### src/rtl/dtc_pkg.sv
// rtl/dtc_pkg.sv - shared types, constants and sizing helpers for the decision-tree evaluator
package dtc_pkg;

   typedef enum logic [1:0] {IDLE, WALK, DONE} state_t;

   localparam int ERR_CLASS = 0;

   localparam int DEF_N_FEAT    = 8;
   localparam int DEF_FEAT_W    = 1;
   localparam int DEF_CLASS_W   = 2;
   localparam int DEF_MAX_NODES = 32;

   function automatic int node_aw(input int max_nodes);
      return $clog2(max_nodes);
   endfunction

   // One extra code point so an out-of-range feature index can be stored and caught
   function automatic int fidx_w(input int n_feat);
      return $clog2(n_feat + 1);
   endfunction

   function automatic int node_w(input int n_feat, input int feat_w, input int class_w,
                                 input int max_nodes);
      return 1 + fidx_w(n_feat) + feat_w + 2 * node_aw(max_nodes) + class_w;
   endfunction

   // Node entry at the default widths; the evaluator rebuilds the same layout for its own widths
   typedef struct packed {
      logic                               leaf;
      logic [fidx_w(DEF_N_FEAT)-1:0]      feat;
      logic [DEF_FEAT_W-1:0]              thr;
      logic [node_aw(DEF_MAX_NODES)-1:0]  lo;
      logic [node_aw(DEF_MAX_NODES)-1:0]  hi;
      logic [DEF_CLASS_W-1:0]             cls;
   } node_t;

endpackage

### src/rtl/dtc_node_table.sv
// rtl/dtc_node_table.sv - reset-initialised node table, one write port and one async read port
module dtc_node_table #(
   parameter int            DEPTH   = 32,
   parameter int            W       = 18,
   parameter logic [W-1:0]  RST_VAL = '0
) (
   input  logic                     clk,
   input  logic                     rst,
   input  logic                     we,
   input  logic [$clog2(DEPTH)-1:0] waddr,
   input  logic [W-1:0]             wdata,
   input  logic [$clog2(DEPTH)-1:0] raddr,
   output logic [W-1:0]             rdata
);

   logic [W-1:0] mem [DEPTH];

   always_ff @(posedge clk or posedge rst) begin
      if (rst) begin
         for (int i = 0; i < DEPTH; i++) mem[i] <= RST_VAL;
      end else if (we) begin
         mem[waddr] <= wdata;
      end
   end

   assign rdata = mem[raddr];

endmodule

### src/rtl/dtc_seq_eval.sv
// rtl/dtc_seq_eval.sv - sequential decision-tree walker, one table node per cycle
module dtc_seq_eval import dtc_pkg::*; #(
   parameter int N_FEAT    = 8,
   parameter int FEAT_W    = 1,
   parameter int CLASS_W   = 2,
   parameter int MAX_NODES = 32
) (
   input  logic                                                clk,
   input  logic                                                rst,
   input  logic                                                in_valid,
   output logic                                                in_ready,
   input  logic [N_FEAT*FEAT_W-1:0]                            inp,
   output logic                                                out_valid,
   input  logic                                                out_ready,
   output logic [CLASS_W-1:0]                                  outp,
   output logic                                                out_err,
   input  logic                                                cfg_we,
   input  logic [$clog2(MAX_NODES)-1:0]                        cfg_addr,
   input  logic [node_w(N_FEAT, FEAT_W, CLASS_W, MAX_NODES)-1:0] cfg_node,
   output logic                                                cfg_busy
);

   localparam int NODE_AW = node_aw(MAX_NODES);
   localparam int FIDX_W  = fidx_w(N_FEAT);
   localparam int NODE_W  = node_w(N_FEAT, FEAT_W, CLASS_W, MAX_NODES);
   localparam int IN_W    = N_FEAT * FEAT_W;
   localparam logic [NODE_W-1:0] RST_NODE = {1'b1, {(NODE_W-1){1'b0}}};

   typedef struct packed {
      logic                leaf;
      logic [FIDX_W-1:0]   feat;
      logic [FEAT_W-1:0]   thr;
      logic [NODE_AW-1:0]  lo;
      logic [NODE_AW-1:0]  hi;
      logic [CLASS_W-1:0]  cls;
   } node_s;

   state_t              state;
   logic [NODE_AW-1:0]  ptr;
   logic [NODE_AW:0]    step;
   logic [NODE_AW:0]    step_nx;
   logic [IN_W-1:0]     feats;
   logic [NODE_W-1:0]   rd;
   node_s               nd;
   logic [IN_W-1:0]     sh;
   logic [FEAT_W-1:0]   fval;
   logic                feat_bad;
   logic                go_hi;
   logic                step_out;

   dtc_node_table #(
      .DEPTH   (MAX_NODES),
      .W       (NODE_W),
      .RST_VAL (RST_NODE)
   ) u_table (
      .clk   (clk),
      .rst   (rst),
      .we    (cfg_we && (state == IDLE)),
      .waddr (cfg_addr),
      .wdata (cfg_node),
      .raddr (ptr),
      .rdata (rd)
   );

   always_comb begin
      nd       = node_s'(rd);
      sh       = feats >> (FEAT_W * int'(nd.feat));
      fval     = sh[FEAT_W-1:0];
      feat_bad = (nd.feat >= FIDX_W'(N_FEAT));
      go_hi    = (fval > nd.thr);
      step_nx  = step + (NODE_AW+1)'(1);
      step_out = (step_nx == (NODE_AW+1)'(MAX_NODES));
   end

   always_ff @(posedge clk or posedge rst) begin
      if (rst) begin
         state   <= IDLE;
         ptr     <= '0;
         step    <= '0;
         feats   <= '0;
         outp    <= '0;
         out_err <= 1'b0;
      end else begin
         unique case (state)
            IDLE: begin
               if (in_valid) begin
                  feats <= inp;
                  ptr   <= '0;
                  step  <= '0;
                  state <= WALK;
               end
            end
            WALK: begin
               if (nd.leaf) begin
                  outp    <= nd.cls;
                  out_err <= 1'b0;
                  state   <= DONE;
               end else if (feat_bad || step_out) begin
                  // Bad feature index or a cycle in the table: abort with the error class
                  outp    <= CLASS_W'(ERR_CLASS);
                  out_err <= 1'b1;
                  state   <= DONE;
               end else begin
                  ptr  <= go_hi ? nd.hi : nd.lo;
                  step <= step_nx;
               end
            end
            DONE: begin
               if (out_ready) state <= IDLE;
            end
            default: state <= IDLE;
         endcase
      end
   end

   assign in_ready  = (state == IDLE);
   assign out_valid = (state == DONE);
   assign cfg_busy  = (state != IDLE);

endmodule
### config.mk
export PLATFORM = sky130hd
export DESIGN_NAME = dtc_seq_eval
export DESIGN_NICKNAME = d
export VERILOG_FILES = /design/src/rtl/dtc_pkg.sv /design/src/rtl/dtc_node_table.sv /design/src/rtl/dtc_seq_eval.sv
export SDC_FILE = /design/constraint.sdc
export NUM_CORES = 1
export LEC_CHECK = 0
export ABC_CLOCK_PERIOD_IN_PS = 22100
export CAP_MARGIN = 15
export CORE_MARGIN = 3
export CORE_UTILIZATION = 55
export DETAILED_ROUTE_END_ITERATION = 10
export GPL_ROUTABILITY_DRIVEN = 1
export PLACE_DENSITY = 0.83
export SLEW_MARGIN = 10
export SYNTH_ARGS = -nofsm -noshare
export SYNTH_HDL_FRONTEND = slang
export SYNTH_SLANG_ARGS = --single-unit
export TNS_END_PERCENT = 10
### constraint.sdc
create_clock -name clk -period 22.1 [get_ports clk]
set_clock_uncertainty 0.1 [all_clocks]
set_input_delay 6.63 -clock clk [delete_from_list [all_inputs] [get_ports clk]]
set_output_delay 6.63 -clock clk [all_outputs]
set_load 0.005 [all_outputs]
# ---- Yosys cells after proc, flatten, opt, wreduce, memory -nomap -nowiden
# Cells that the tools add are included.
dict set report word_totals {
  out_inout_bits 6
  regBits 600
  elab_cells 90
  in_bits 36
}
dict set report op_classes {
  n_bitwise 2
  n_eq_ne 8
  mux 24
  reduce_logical 11
  shift 1
  add_sub_neg 1
  magnitude_cmp 5
}
# cell count
set op_table {}
lappend op_table {{bitwise mux 576 bit} 1}
lappend op_table {{binary-select mux 18 bit (select 5 bit)} 1}
lappend op_table {{demux 18 bit (select 5 bit)} 1}
lappend op_table {{2-to-1 mux 18 bit} 3}
lappend op_table {{2-to-1 mux 5 bit} 4}
lappend op_table {{2-to-1 mux 6 bit} 3}
lappend op_table {{greater-or-equal comparator 6 bit, second input constant} 2}
lappend op_table {{2-to-1 mux 2 bit} 6}
lappend op_table {{NOT 5 -> 6 bit} 2}
lappend op_table {{case mux 6 bit (2 select lines)} 1}
lappend op_table {{case mux 5 bit (2 select lines)} 1}
lappend op_table {{>> shifter 8 x 4 -> 1 bit} 1}
lappend op_table {{adder 6 x 1 -> 6 bit, second input constant} 1}
lappend op_table {{equality test 6 bit, second input constant} 1}
lappend op_table {{< comparator 6 x 1 -> 1 bit, second input constant} 1}
lappend op_table {{inequality test 2 bit, second input constant} 3}
lappend op_table {{case mux 2 bit (3 select lines)} 1}
lappend op_table {{nonzero test 2 bit} 3}
lappend op_table {{greater-or-equal comparator 4 bit, second input constant} 1}
lappend op_table {{AND reduction 2 bit} 2}
lappend op_table {{AND reduction 4 bit} 1}
lappend op_table {{inequality test 3 bit, second input constant} 1}
lappend op_table {{AND reduction 3 bit} 1}
lappend op_table {{equality test 2 x 1 -> 1 bit, second input constant} 1}
lappend op_table {{7 further kinds} 9}

# ---- Longest topological paths before layout
dict set report logic_depth {
  ltp_word 10
  ltp_mapped 15
  ltp_nobuf 10
}

# ---- By module
# From an unflattened synthesis, not the netlist that was laid out.
dict set report unflattened {
  hier_cells 2040
  area_unflattened_um2 27953.1
}
# mod cells_each area_each_um2 n_inst seq_area_each_um2
set by_module_without_submodules {}
lappend by_module_without_submodules {dtc_node_table 1934 26788.2 1 14453.9}
lappend by_module_without_submodules {dtc_seq_eval 106 1164.9 1 600.6}

# ---- Worst setup path after synthesis
# Ideal clock, no wire load.
dict set report synth_timing {
  path_kind {in2reg}
  startpoint {input port cfg_addr[4]}
  endpoint {register u_table.mem[234] (netlist bit)}
  path_buffers 2
  setup_ns 0.125
  arrival_ns 8.475
  required_time_ns 21.875
  slack_ns 13.400
  path_stages 5
  path_cell_list {clkbuf_1 > or3b_2 > nor2_1 > clkbuf_1 > mux2_2}
}
dict set report synth_via {
  elab_chain_cells 6
  word_cells_on_any_way 7
  cone_classes {order compare: 2; mux: 3; bitwise: 1; reduce/logical: 1}
}
# item line
set synth_lines {}
lappend synth_lines {{from (decl)} dtc_seq_eval.sv:18} ;# input logic [$clog2(MAX_NODES)-1:0] cfg_addr,
lappend synth_lines {{NOT 5 -> 6 bit (not written as such) *} dtc_node_table.sv:22} ;# mem[waddr] <= wdata;
lappend synth_lines {{greater-or-equal comparator 6 bit (not written as such) or < comparator 6 x 1 -> 1 bit (tied branches)} dtc_node_table.sv:22}
lappend synth_lines {{logical AND 1 bit (not written as such)} dtc_node_table.sv:22}
lappend synth_lines {{2-to-1 mux 18 bit (not written as such)} dtc_node_table.sv:22}
lappend synth_lines {{demux 18 bit (select 5 bit) *} dtc_node_table.sv:22}
lappend synth_lines {{bitwise mux 576 bit *} dtc_node_table.sv:22}
lappend synth_lines {{to (signal, indexed assignment)} dtc_node_table.sv:22}
lappend synth_lines {{to (decl)} dtc_node_table.sv:16} ;# logic [W-1:0] mem [DEPTH];
# Every way passes the cells marked *; elsewhere a longest branch is shown, timed or not.
# A chain may end at the register's enable or synchronous reset.

==> impl_metrics.py <==
metrics = {
    "outcome": {
        "outcome": "completed",
    },
    "synth": {
        "synth_area_leaders": "dfrtp_1, mux2_2, mux4_2, dfstp_2, clkbuf_1",
        "async_flop_share_pct": 100,
        "netlist_instances": 1705,
        "synth_edf_count": 0,
        "synthFlopType": "dfrtp_1",
        "ys_seq_area_share_pct": 55.1,
        "synth_top_area_share_pct": 52.0,
        "syn_area_per_cell_um2": 16.0,
        "yosysTopAreaCell": "dfrtp_1",
        "syn_area_um2": 27300,
        "yosysMostFrequentCell": "mux2_2",
        "synthTopCellsByCount": "mux2_2, dfrtp_1, mux4_2, clkbuf_1, nand2_1",
        "yosysWarnings": 0,
        "ys_types": 46,
        "synth_nets": 1742,
        "ys_ff_latch": 600,
    },
    "grt": {
        "grt_pass1_vias": 16500,
        "grt_max_degree": 187,
        "grt_overflow": 0,
        "grt_pass1_wl_um": 101000,
        "antenna_found_initial": 0,
        "grt_use_total_pct": 25.2,
    },
    "floorplan": {
        "die_x_um": 229,
        "num_rows": 81,
        "fp.dieH_um": 229,
        "num_io_pins": 42,
        "core_area_um2": 49100,
        "start_util_pct": 55.7,
        "dieArea_um2": 52400,
    },
    "critical_path": {
        "critPathSlowestCell": "buf_4",
        "reg2reg_slack_ns": 16.78,
        "reg2reg_to": "ptr[3]",
        "crit_type": "in2async",
        "cp_num_buf_inv": 5,
        "critPathMaxFanout": 186,
        "ff2ff_path_depth": 9,
        "critical_path_arrival_ns": 9.81,
        "max_stage_delay_ns": 0.93,
        "critPathTopFamily": "buffers and inverters",
        "reg2reg_from": "ptr[1]",
        "crit_chain": "clkdlybuf4s50_1 > clkinvlp_4 > buf_4 > buf_4 > buf_12",
        "crit_path_frequent_cell": "buf_4",
        "critical_path_required_ns": 22.48,
        "end_kind": "async pin",
        "cp-start-kind": "input pin",
    },
    "power": {
        "totalPowerFinal_w": 0.00374,
        "pwr_density_cell_nw_per_um2": 123,
        "p_leak_nw": 13.8,
        "ir_worst_vdd_v": 0.0000650,
    },
    "timing": {
        "hold_viol": 0,
        "setup_viol": 0,
        "slew_viol_final": 0,
        "period_minus_slack_ns": 9.43,
        "tns_ns": 0,
        "rsz0062_at_grt": "false",
        "finalCritPeriodShare_pct": 42.7,
        "tightest_slew_ns": 1.13,
        "fmax_ghz": 0.106,
        "relSlewSlack_pct": 24.2,
        "setup_ws_ns": 12.67,
    },
    "place": {
        "preCtsSetupSlack_ns": 11.87,
        "dp_cells": 2309,
        "dp_hpwl_um": 38800,
        "io_buffers": 41,
        "routabilityCongestion": 0.804,
        "place_area_um2": 28400,
    },
    "route": {
        "final_antenna_net_count": 0,
        "drc_errors": 0,
        "wl_per_cell_um": 26.9,
        "vias": 15500,
        "dr.pass1.iters": 5,
        "vias_per_cell": 6.39,
        "routed_wl_um": 65100,
        "drt-initial-drc-count": 1389,
    },
    "clocking": {
        "ctsResizeCount": 0,
        "cts_sinks": 600,
        "cts-root-buf": "clkbuf_16",
        "insertion_delay_ns": 0.61,
        "cts_setup_buffers": 0,
        "tritoncts": "done",
        "clockBufferDepth": 3,
        "cts_buffers": 58,
        "ctsHoldBuffers": 0,
        "htree_levels": 2,
        "clk_pin_slew_ns": 0.06,
    },
    "cells_and_area": {
        "drive_above_1_share_pct": 55.0,
        "design_area_um2": 30400,
        "fillers": 3491,
        "areaGrowthSynthToFinish_pct": 11.3,
        "fin_cells": 2422,
        "antenna_cells": 0,
        "nets": 1745,
    },
    "min_path": {
        "hold_end": "u_table.mem[1]",
        "hp-class": "reg2reg",
        "hold_depth": 1,
        "hp-start": "u_table.mem[1]",
    },
    "flow_run": {
        "drv_cap": 0,
    },
}
-- final cells by class --
class	count	area [um2]	area share, %
Clock buffer	86	1750	5.76
Inverter	11	45.0	0.148
Sequential cell	600	15100	49.5
Clock inverter	24	248	0.815
Multi-Input combinational cell	949	11700	38.3
Tap cell	664	831	2.73
Timing Repair Buffer	88	823	2.71
-- cell usage in the layout (no fill, tap or decap), drive strengths merged, types with 3 or more instances in the layout --
master and n:
mux2 588, dfrtp 568, mux4 166, clkbuf 86
buf 47, clkdlybuf4s50 41, nand2 37, dfstp 32
nor2 30, mux2i 27, clkinv 19, o21ai 12
a22oi 9, a211oi 9, inv 9, a21oi 8
o21a 8, nand3 7, bufinv 5, a2111oi 5
nor3 4, or3 4, nor2b 4, or2 3
a211o 3
-- flip-flops by register name, indices dropped and copies added, names as in the netlist --
name and count:
feats 8, out_err 1, outp 2, ptr 5, state 2, step 6
u_table.mem 576
-- report_power, final --
| group | internal (W) | leakage, nW | switching [W] |
|---|---|---|---|
| Combinational | 0.000604 | 4.94 | 0.000488 |
| Sequential | 0.00141 | 7.91 | 0.000202 |
| Clock | 0.000605 | 1.00 | 0.000422 |
| Total | 0.00262 | 13.8 | 0.00111 |
-- routing by layer --
metal  global-route usage, %  vias to the layer above  routed length (um)
li1                        -                     6380                   -
met1                    35.3                     8486               27700
met2                    39.7                      485               30900
met3                    5.57                      129                4200
met4                    8.51                        0                2290
met5                       0                        -                   0
-- worst max-delay path by stage --
stage | from | to | slack (ns) | cells after the start
3_3_place_gp | rst | ptr[0] | 11.96 | 5
5_1_grt | rst | ptr[1] | 12.22 | 5
4_1_cts | rst | ptr[0] | 12.53 | 5
6_report | rst | ptr[1] | 12.67 | 5
2_1_floorplan | rst | feats[0] | 7.21 | 1
3_5_place_dp | rst | ptr[0] | 11.87 | 5
-- stage by stage --
stage | util (%) | hold slack, ns
2_1_floorplan | - | 0.371
3_3_place_gp | 57.8 | 0.381
3_5_place_dp | 57.8 | 0.388
4_1_cts | 61.9 | 0.402
5_1_grt | 62.0 | 0.412
6_report | 62.0 | 0.400
-- logic make-up (layout without fill, tap and decap cells) --
group                    after synthesis  count (layout)  share of synthesized area (%)
AO/OA/AOI/OAI                         62              62                           1.66
buffers and inverters                156             209                           2.40
AND/OR/NAND/NOR                      103             103                           1.82
multiplexers                         781             781                           38.9
adder cells (fa/ha/maj)                1               1                         0.0458
flip-flops                           600             600                           55.1
XOR/XNOR                               2               2                         0.0641
No activity file was read; power rests on OpenSTA's default activity.
